==> src/rtl/pipe_pkg.sv <==
// Shared constants and types for the pipeline stall/flush controller.
package pipe_pkg;

  localparam logic [1:0] TUSE_NONE    = 2'd3;
  localparam int         MULT_LAT_DEF = 5;
  localparam int         DIV_LAT_DEF  = 10;

  typedef enum logic {
    IDLE = 1'b0,
    BUSY = 1'b1
  } md_state_e;

endpackage

==> src/rtl/pipe_hazard_ctrl_if.sv <==
// Bundle between the pipeline datapath (master) and the hazard controller (slave).
interface pipe_hazard_ctrl_if #(
  parameter int CNT_W = 4
);
  import pipe_pkg::*;

  logic [4:0]       rs_D;
  logic [4:0]       rt_D;
  logic [1:0]       Tuse_rs_D;
  logic [1:0]       Tuse_rt_D;
  logic             RegWrite_E;
  logic [4:0]       Dst_E;
  logic [1:0]       Tnew_E;
  logic             RegWrite_M;
  logic [4:0]       Dst_M;
  logic [1:0]       Tnew_M;
  logic             md_use_D;
  logic             md_start_E;
  logic             md_is_div_E;
  logic             exc_req_M;
  logic             stall;
  logic             flush_E;
  logic             flush_all;
  logic             md_busy;
  logic [CNT_W-1:0] busy_cnt;
  md_state_e        md_state;

  // MDU contract: md_start_E may only be raised when md_busy was low the
  // cycle before (D is stalled otherwise); starts while busy are ignored.
  modport master (
    output rs_D, rt_D, Tuse_rs_D, Tuse_rt_D,
    output RegWrite_E, Dst_E, Tnew_E, RegWrite_M, Dst_M, Tnew_M,
    output md_use_D, md_start_E, md_is_div_E, exc_req_M,
    input  stall, flush_E, flush_all, md_busy, busy_cnt, md_state
  );

  modport slave (
    input  rs_D, rt_D, Tuse_rs_D, Tuse_rt_D,
    input  RegWrite_E, Dst_E, Tnew_E, RegWrite_M, Dst_M, Tnew_M,
    input  md_use_D, md_start_E, md_is_div_E, exc_req_M,
    output stall, flush_E, flush_all, md_busy, busy_cnt, md_state
  );

endinterface

==> src/rtl/md_busy_seq.sv <==
// Multiply/divide occupancy sequencer: counts down the MDU latency after issue.
module md_busy_seq
  import pipe_pkg::*;
#(
  parameter int MULT_LAT = MULT_LAT_DEF,
  parameter int DIV_LAT  = DIV_LAT_DEF,
  parameter int CNT_W    = 4
) (
  input  logic             clk,
  input  logic             reset,
  input  logic             md_start_E,
  input  logic             md_is_div_E,
  input  logic             exc_req_M,
  output logic             md_busy,
  output logic [CNT_W-1:0] busy_cnt,
  output md_state_e        state
);

  md_state_e        state_q, state_d;
  logic [CNT_W-1:0] cnt_q, cnt_d;

  always_ff @(posedge clk or negedge reset) begin
    if (!reset) begin
      state_q <= IDLE;
      cnt_q   <= '0;
    end else begin
      state_q <= state_d;
      cnt_q   <= cnt_d;
    end
  end

  always_comb begin
    state_d = state_q;
    cnt_d   = cnt_q;
    case (state_q)
      IDLE: begin
        // A start alongside an exception belongs to a younger, flushed instruction.
        if (md_start_E && !exc_req_M) begin
          state_d = BUSY;
          cnt_d   = md_is_div_E ? CNT_W'(DIV_LAT) : CNT_W'(MULT_LAT);
        end
      end
      BUSY: begin
        if (cnt_q == CNT_W'(1)) begin
          state_d = IDLE;
          cnt_d   = '0;
        end else begin
          cnt_d = cnt_q - CNT_W'(1);
        end
      end
      default: begin
        state_d = IDLE;
        cnt_d   = '0;
      end
    endcase
  end

  assign md_busy  = (state_q == BUSY) || md_start_E;
  assign busy_cnt = cnt_q;
  assign state    = state_q;

endmodule

==> src/rtl/pipe_hazard_ctrl.sv <==
// Stall/flush controller for the five-stage pipeline: data hazards, MDU busy, exceptions.
module pipe_hazard_ctrl
  import pipe_pkg::*;
#(
  parameter int MULT_LAT = MULT_LAT_DEF,
  parameter int DIV_LAT  = DIV_LAT_DEF,
  parameter int CNT_W    = 4
) (
  input  logic               clk,
  input  logic               reset,
  pipe_hazard_ctrl_if.slave  bus
);

  logic hz_rs;
  logic hz_rt;
  logic md_stall;

  // Tuse of TUSE_NONE never stalls since Tnew tops out at 2.
  assign hz_rs = (bus.rs_D != 5'd0) &&
                 ((bus.RegWrite_E && (bus.Dst_E == bus.rs_D) && (bus.Tuse_rs_D < bus.Tnew_E)) ||
                  (bus.RegWrite_M && (bus.Dst_M == bus.rs_D) && (bus.Tuse_rs_D < bus.Tnew_M)));

  assign hz_rt = (bus.rt_D != 5'd0) &&
                 ((bus.RegWrite_E && (bus.Dst_E == bus.rt_D) && (bus.Tuse_rt_D < bus.Tnew_E)) ||
                  (bus.RegWrite_M && (bus.Dst_M == bus.rt_D) && (bus.Tuse_rt_D < bus.Tnew_M)));

  md_busy_seq #(
    .MULT_LAT (MULT_LAT),
    .DIV_LAT  (DIV_LAT),
    .CNT_W    (CNT_W)
  ) u_md_busy_seq (
    .clk         (clk),
    .reset       (reset),
    .md_start_E  (bus.md_start_E),
    .md_is_div_E (bus.md_is_div_E),
    .exc_req_M   (bus.exc_req_M),
    .md_busy     (bus.md_busy),
    .busy_cnt    (bus.busy_cnt),
    .state       (bus.md_state)
  );

  assign md_stall      = bus.md_use_D && bus.md_busy;
  assign bus.stall     = (hz_rs || hz_rt || md_stall) && !bus.exc_req_M;
  assign bus.flush_E   = bus.stall;
  assign bus.flush_all = bus.exc_req_M;

endmodule

==> src/flat_wrapper.sv <==
// flat-port wrapper written by rule: the top's interface ports become plain ports
module pipe_hazard_ctrl_flat import pipe_pkg::*;
#(
  parameter int MULT_LAT = MULT_LAT_DEF,
  parameter int DIV_LAT  = DIV_LAT_DEF,
  parameter int CNT_W    = 4
)
  (clk, reset, bus_rs_D, bus_rt_D, bus_Tuse_rs_D, bus_Tuse_rt_D, bus_RegWrite_E, bus_Dst_E, bus_Tnew_E, bus_RegWrite_M, bus_Dst_M, bus_Tnew_M, bus_md_use_D, bus_md_start_E, bus_md_is_div_E, bus_exc_req_M, bus_stall, bus_flush_E, bus_flush_all, bus_md_busy, bus_busy_cnt, bus_md_state);
  pipe_hazard_ctrl_if #(.CNT_W(CNT_W)) bus_i ();
  input  logic clk;
  input  logic reset;
  input wire logic [$bits(bus_i.rs_D)-1:0] bus_rs_D;
  input wire logic [$bits(bus_i.rt_D)-1:0] bus_rt_D;
  input wire logic [$bits(bus_i.Tuse_rs_D)-1:0] bus_Tuse_rs_D;
  input wire logic [$bits(bus_i.Tuse_rt_D)-1:0] bus_Tuse_rt_D;
  input wire logic [$bits(bus_i.RegWrite_E)-1:0] bus_RegWrite_E;
  input wire logic [$bits(bus_i.Dst_E)-1:0] bus_Dst_E;
  input wire logic [$bits(bus_i.Tnew_E)-1:0] bus_Tnew_E;
  input wire logic [$bits(bus_i.RegWrite_M)-1:0] bus_RegWrite_M;
  input wire logic [$bits(bus_i.Dst_M)-1:0] bus_Dst_M;
  input wire logic [$bits(bus_i.Tnew_M)-1:0] bus_Tnew_M;
  input wire logic [$bits(bus_i.md_use_D)-1:0] bus_md_use_D;
  input wire logic [$bits(bus_i.md_start_E)-1:0] bus_md_start_E;
  input wire logic [$bits(bus_i.md_is_div_E)-1:0] bus_md_is_div_E;
  input wire logic [$bits(bus_i.exc_req_M)-1:0] bus_exc_req_M;
  output wire logic [$bits(bus_i.stall)-1:0] bus_stall;
  output wire logic [$bits(bus_i.flush_E)-1:0] bus_flush_E;
  output wire logic [$bits(bus_i.flush_all)-1:0] bus_flush_all;
  output wire logic [$bits(bus_i.md_busy)-1:0] bus_md_busy;
  output wire logic [$bits(bus_i.busy_cnt)-1:0] bus_busy_cnt;
  output wire logic [$bits(bus_i.md_state)-1:0] bus_md_state;
  assign bus_i.rs_D = bus_rs_D;
  assign bus_i.rt_D = bus_rt_D;
  assign bus_i.Tuse_rs_D = bus_Tuse_rs_D;
  assign bus_i.Tuse_rt_D = bus_Tuse_rt_D;
  assign bus_i.RegWrite_E = bus_RegWrite_E;
  assign bus_i.Dst_E = bus_Dst_E;
  assign bus_i.Tnew_E = bus_Tnew_E;
  assign bus_i.RegWrite_M = bus_RegWrite_M;
  assign bus_i.Dst_M = bus_Dst_M;
  assign bus_i.Tnew_M = bus_Tnew_M;
  assign bus_i.md_use_D = bus_md_use_D;
  assign bus_i.md_start_E = bus_md_start_E;
  assign bus_i.md_is_div_E = bus_md_is_div_E;
  assign bus_i.exc_req_M = bus_exc_req_M;
  assign bus_stall = bus_i.stall;
  assign bus_flush_E = bus_i.flush_E;
  assign bus_flush_all = bus_i.flush_all;
  assign bus_md_busy = bus_i.md_busy;
  assign bus_busy_cnt = bus_i.busy_cnt;
  assign bus_md_state = bus_i.md_state;
  pipe_hazard_ctrl #(.MULT_LAT(MULT_LAT), .DIV_LAT(DIV_LAT), .CNT_W(CNT_W)) u_core (.clk(clk), .reset(reset), .bus(bus_i));
endmodule
==> config.mk <==
export PLATFORM = sky130hd
export DESIGN_NAME = pipe_hazard_ctrl_flat
export DESIGN_NICKNAME = d
export VERILOG_FILES = /design/src/rtl/pipe_pkg.sv /design/src/rtl/pipe_hazard_ctrl_if.sv /design/src/rtl/md_busy_seq.sv /design/src/rtl/pipe_hazard_ctrl.sv /design/src/flat_wrapper.sv
export SDC_FILE = /design/constraint.sdc
export NUM_CORES = 1
export LEC_CHECK = 0
export ABC_AREA = 0
export CAP_MARGIN = 20
export CORE_MARGIN = 3
export CORE_UTILIZATION = 34
export DETAILED_ROUTE_END_ITERATION = 6
export GPL_TIMING_DRIVEN = 0
export PLACE_DENSITY = 0.79
export SETUP_SLACK_MARGIN = 0.05
export SLEW_MARGIN = 20
export SYNTH_ARGS = -nofsm -noshare
export SYNTH_HDL_FRONTEND = slang
export SYNTH_HIERARCHICAL = 1
export SYNTH_SLANG_ARGS = --single-unit
==> constraint.sdc <==
create_clock -name clk -period 1.4 [get_ports clk]
set_input_delay 0.14 -clock clk [delete_from_list [all_inputs] [get_ports clk]]
set_output_delay 0.14 -clock clk [all_outputs]
set_load 0.01 [all_outputs]
==> run_results.csv, run 1 <==
group,metric,value,unit
route,route.detailed.drc,0,
worst_setup_path,path_class,"in2out",
synth,yosys.area.top_type,"dfrtp_1",
synth,yosysUniqueCellTypes,29,
synth,async_reset_ff_share,100,%
sta,fin_crit,1.62,ns
finish,seq_area,126,sq um
grt,grt_pass1_wl,3420,um
synth,synth_seq_cells,5,
floorplanning,die_h,53.2,um
run_status,status,"complete, but fails checks",
worst_setup_path,ff2ff_path_depth,5,
pwr,ir_worst_vdd,741,uV
route,first_pass_iters,4,
clocking,clk_path_buf_depth,2,
clocking,numClockSinks,5,
finish,antennaDiodeCount,0,
route,drtAntennaViolNets,0,
sta,fmax,616,MHz
placed_design,gp_congestion,0.862,
synth,synth_top_area_share,16.5,%
worst_setup_path,critPathMaxFanout,2,
finish,final_util,68.8,%
grt,first_global_vias,835,
sta,skew,0.00278,ns
clocking,cts_tree,"built",
clocking,hold_buffers,0,
synth,synth_area_per_cell,9.36,sq um
floorplanning,ios,45,
synth,syn-num-nets,123,
finish,multi_input_area,771,sq um
worst_setup_path,start_kind,"primary input",
floorplanning,die_area,0.00283,sq mm
synth,yosysWarningCount,6,
synth,synth_cells,81,
synth,synth_compound_area_share,19.1,%
sta,slew_viol_final,0,
pwr,p_leak,0.614,nW
sta,fin_ws,-0.224,ns
worst_setup_path,regToRegStartpoint,"u_core/u_md_busy_seq/busy_cnt[1]",
job,cap_violations,0,
synth,muxShareOfSynthArea,3.96,%
worst_setup_path,end_kind,"primary output",
clocking,h-tree-depth,1,
run_status,violations,"negative setup slack",
route,wl_per_cell,14.5,um
grt,track_usage,16.7,%
sta,maxSlewHeadroom,74.6,%
route,wl,2310,um
grt,antenna_found_initial,0,
synth,synth_area_leaders,"dfrtp_1 17%, xnor2_1 14%, ha_1 9.9%",
floorplanning,coreArea,0.00204,sq mm
sta,rsz0062_at_grt,"true",
synth,synth_fa_ha_area_share,9.90,%
synth,synth_commonest_cells,"12 x xnor2_1, 8 x xor2_1, 6 x ha_1, 6 x nor2b_1",
synth,synth_flop_cell,"dfrtp_1",
sta,finalHoldViolCount,0,
finish,nets,176,
finish,drive_gt1_share,48.1,%
grt,grt_max_degree,9,
synth,yosys.area_share.simple,21.5,%
synth,synth_top_family_by_area,"XOR/XNOR gates",
worst_setup_path,reg2reg_slack,-0.03,ns
sta,worstMarginPinSlew,0.377,ns
finish,area_growth,85.1,%
sta,fin_crit_sh,116,%
synth,post-synth-top-count-cell,"xnor2_1",
clocking,cts-buffers-inserted,3,
sta,setup_viol,3,
route,vias,803,
worst_setup_path,r2r_end,"u_core/u_md_busy_seq/busy_cnt[3]",
worst_setup_path,cp.arrival,1.48,ns
clocking,insertion_delay,0.23,ns
finish,nFillCells,175,
placed_design,hpwl,1880,um
pwr,powerDensity,997,mW/mm^2
floorplanning,die_w,53.2,um
clocking,clockRootBuffer,"clkbuf_4",
synth,synth_area,758,sq um
sta,whs,0.125,ns
synth,synth_xor_area_share,23.1,%
placed_design,numPortBuffers,44,
clocking,clk_pin_slew,0.04,ns
worst_setup_path,cp.required,1.26,ns
route,viasPerCell,5.02,
route,first_iter_violations,2,
synth,synth_edf_count,0,
hold_path,hp-class,"in2async",
floorplanning,start_util,37.1,%
grt,grt_overflow_total,0,
floorplanning,rows,16,
synth,synth-seq-area-share,16.5,%
cell families (layout without fill, tap and decap cells):
family	Yosys count	in the layout
AND/OR/NAND/NOR	25	25
XOR/XNOR	20	20
AO/OA/AOI/OAI	14	14
buffers and inverters	8	60
adder cells (fa/ha/maj)	6	6
flip-flops	5	5
multiplexers	3	3
power breakdown:
part / internal (W) / switching, W
logic: 0.000522 / 0.000408
registers: 0.000222 / 0.0000897
clock network: 0.000107 / 0.0000511
worst max-delay path by stage:
stage	start	end	depth (start not counted)
floorplan	bus_Tnew_M[1]	bus_stall	8
global placement	bus_Tnew_E[1]	bus_stall	10
detailed placement	bus_Tnew_E[1]	bus_stall	10
CTS	bus_Tnew_E[1]	bus_stall	10
global route	bus_Dst_M[3]	bus_stall	8
finish	bus_Tuse_rs_D[1]	bus_stall	9
layer usage:
layer,vias up,GRT usage (%),part of all wire [%],wire length [um]
li1,399,-,-,-
met1,368,15.8,35,813
met2,34,34.9,58,1330
met3,2,2.54,6.1,142
met4,0,5.53,1.0,24
met5,-,0,0,0
critical path, stage by stage:
cell       delay (ns)
buf_2            0.11
ha_2             0.16
nor2b_1          0.13
nand4_1          0.16
a2111oi_4        0.25
o22ai_2          0.14
a31oi_2          0.16
buf_4            0.13
buf_6            0.09
metrics by stage:
step	cells	instance area [sq um]	setup TNS [ns]	total power (W)	setup WS [ns]
finish	160	1400	-0.414	0.00140	-0.224
detailed placement	152	1250	-2.40	0.00113	-1.08
global route	160	1400	-0.536	0.00151	-0.262
CTS	160	1390	-0.489	0.00139	-0.256
global placement	152	1250	-2.30	0.00111	-1.05
floorplan	81	776	-0.0382	0.000751	-0.0382
sequential cells by signal (all words and copies together), names as in the netlist:
name                           flops
u_core/u_md_busy_seq/busy_cnt      4
u_core/u_md_busy_seq/state         1
layout make-up:
cell class / instances / area share (%)
plain buffers: 3 / 1.87
clock buffers: 4 / 1.87
inverters: 5 / 1.52
multi-input cells: 68 / 54.9
flip-flops and latches: 5 / 9.00
well taps: 27 / 2.41
repair buffers: 48 / 28.4
cell usage in the layout (no fill, tap or decap), types with 2 or more instances in the layout:
| cell type | n |
|---|---|
| nor2b_1 | 4 |
| xor2_2 | 2 |
| dfrtp_1 | 4 |
| a211o_1 | 2 |
| ha_2 | 3 |
| xnor2_1 | 9 |
| buf_6 | 6 |
| nand2b_4 | 4 |
| buf_4 | 5 |
| clkdlybuf4s15_1 | 5 |
| clkdlybuf4s15_2 | 3 |
| mux2i_1 | 3 |
| a2111oi_4 | 4 |
| xnor2_2 | 3 |
| nand4_1 | 4 |
| clkbuf_4 | 3 |
| clkbuf_2 | 6 |
| o22ai_2 | 2 |
| inv_2 | 2 |
| xor2_1 | 6 |
| buf_2 | 9 |
| ha_4 | 2 |
| inv_1 | 2 |
| dlygate4sd2_1 | 9 |
| clkdlybuf4s50_1 | 7 |
repair_timing:
| item | 4_1_cts | 5_1_grt |
|---|---|---|
| endpoints found under the setup margin | 9 | 5 |
| resized for setup | 116 | 17 |
| pin swaps | 25 | 13 |
| setup buffers | 4 | 0 |
Note: power is estimated with default switching activity, not from simulation.
==> run 2: changes to the inputs <==
--- a/config.mk
+++ b/config.mk
@@ -18,3 +18,4 @@
 export SYNTH_HDL_FRONTEND = slang
 export SYNTH_HIERARCHICAL = 1
 export SYNTH_SLANG_ARGS = --single-unit
+export TNS_END_PERCENT = 5
==> run_results.csv, run 2 (synthesis gave the netlist of run 1 again) <==
group,metric,value,unit
sta,worstMarginPinSlew,0.388,ns
clocking,h-tree-depth,1,
route,vias,809,
finish,final_util,70.3,%
finish,nets,172,
grt,grt_overflow_total,0,
worst_setup_path,regToRegStartpoint,"u_core/u_md_busy_seq/busy_cnt[1]",
grt,grt_pass1_wl,3640,um
worst_setup_path,r2r_end,"u_core/u_md_busy_seq/busy_cnt[3]",
clocking,insertion_delay,0.23,ns
worst_setup_path,cp.required,1.26,ns
sta,setup_viol,3,
route,drtAntennaViolNets,0,
clocking,numClockSinks,5,
pwr,power,0.00133,W
hold_path,hp-class,"in2async",
worst_setup_path,cp.arrival,1.51,ns
floorplanning,die_h,53.2,um
finish,antennaDiodeCount,0,
sta,whs,0.123,ns
sta,fin_crit_sh,118,%
worst_setup_path,start_kind,"primary input",
placed_design,gp_congestion,0.891,
clocking,hold_buffers,0,
route,first_pass_iters,4,
grt,grt_max_degree,11,
run_status,status,"complete, but fails checks",
clocking,clk_path_buf_depth,2,
route,wl_per_cell,15.0,um
finish,stdcell_area,0.00144,sq mm
sta,fmax,606,MHz
placed_design,post-place-ws,-1.09,ns
worst_setup_path,critPathMaxFanout,2,
worst_setup_path,path_class,"in2out",
placed_design,dpl_cell_area,0.00125,sq mm
finish,drive_gt1_share,48.8,%
finish,area_growth,89.3,%
pwr,ir_worst_vdd,609,uV
floorplanning,rows,16,
run_status,violations,"negative setup slack",
worst_setup_path,crit_start,"bus_Dst_M[2]",
grt,track_usage,17.8,%
finish,final_cell_mix,"9 x dlygate4sd2_1, 7 x clkbuf_2, 7 x clkdlybuf4s15_2, 7 x xor2_1, 7 x xnor2_1",
worst_setup_path,ff2ff_path_depth,5,
sta,rsz0062_at_grt,"true",
sta,slew_viol_final,0,
sta,skew,0.00147,ns
sta,finalHoldViolCount,0,
route,wl,2350,um
finish,layout_commonest_cell,"dlygate4sd2_1",
grt,antenna_found_initial,0,
floorplanning,coreArea,0.00204,sq mm
clocking,cts-buffers-inserted,3,
placed_design,numPortBuffers,44,
clocking,clockRootBuffer,"clkbuf_4",
finish,largest_reg_flops,4,
floorplanning,ios,45,
placed_design,hpwl,1920,um
sta,maxSlewHeadroom,73.8,%
floorplanning,start_util,37.1,%
floorplanning,die_area,0.00283,sq mm
finish,nFillCells,163,
job,cap_violations,0,
sta,fin_ws,-0.249,ns
sta,fin_crit,1.65,ns
route,first_iter_violations,6,
route,viasPerCell,5.19,
clocking,cts_tree,"built",
clocking,cts_setup_buffers,0,
worst_setup_path,reg2reg_slack,-0.02,ns
worst_setup_path,end_kind,"primary output",
clocking,clk_pin_slew,0.04,ns
route,route.detailed.drc,0,
pwr,powerDensity,926,mW/mm^2
grt,first_global_vias,873,
pwr,p_leak,0.628,nW
floorplanning,die_w,53.2,um
==> run 2: cell types whose count changed in the layout (fill, tap and decap cells not counted), sizes merged <==
cell,previous run,this run
clkbuf,10,11
clkdlybuf4s15,8,10
dlymetal6s2s,1,2
buf,20,13
clkdlybuf4s50,7,6
==> run 2: repair_timing <==
action	CTS	global route
resized for setup	123	21
endpoints found under the hold margin	0	0
endpoints found under the setup margin	7	6
pin swaps	24	17
==> run 2: worst max path at each step <==
stage / end / slack (ns)
after floorplan: bus_stall / -0.04
after global placement: bus_stall / -1.06
after detailed placement: bus_stall / -1.09
after CTS: bus_stall / -0.27
after global routing: bus_stall / -0.34
final: bus_stall / -0.25
==> run 2: where the power goes <==
part	internal, W	switching [W]	total (W)
registers	0.000222	0.0000920	0.000314
clock network	0.000107	0.0000512	0.000158
logic	0.000464	0.000393	0.000857
total	0.000793	0.000537	0.00133
==> run 2: cell type report <==
class | instances | area, sq um | area share [%]
well taps | 27 | 33.8 | 2.35
inverters | 5 | 28.8 | 2.01
multi-input cells | 68 | 803 | 56.0
repair buffers | 44 | 390 | 27.2
flip-flops and latches | 5 | 126 | 8.81
clock buffers | 4 | 26.3 | 1.83
plain buffers | 3 | 26.3 | 1.83
==> run 2: layer usage <==
layer	global-route usage (%)	up-vias	part of all wire, %
met5	0	-	0
met4	6.81	0	1.5
met3	3.66	4	6.7
met2	36.3	38	58
met1	16.6	377	33
li1	-	390	-
==> run 2: metrics by stage <==
step,TNS [ns],instances
floorplan,-0.0723,81
global placement,-2.32,152
detailed placement,-2.44,152
CTS,-0.536,156
global route,-0.703,156
finish,-0.458,156
==> run 2: critical path: stages <==
cell	delay [ns]
clkdlybuf4s15_1	0.20
xnor2_1	0.24
nand4_1	0.20
a2111oi_4	0.24
o22ai_2	0.11
a31oi_2	0.15
buf_4	0.13
buf_6	0.09
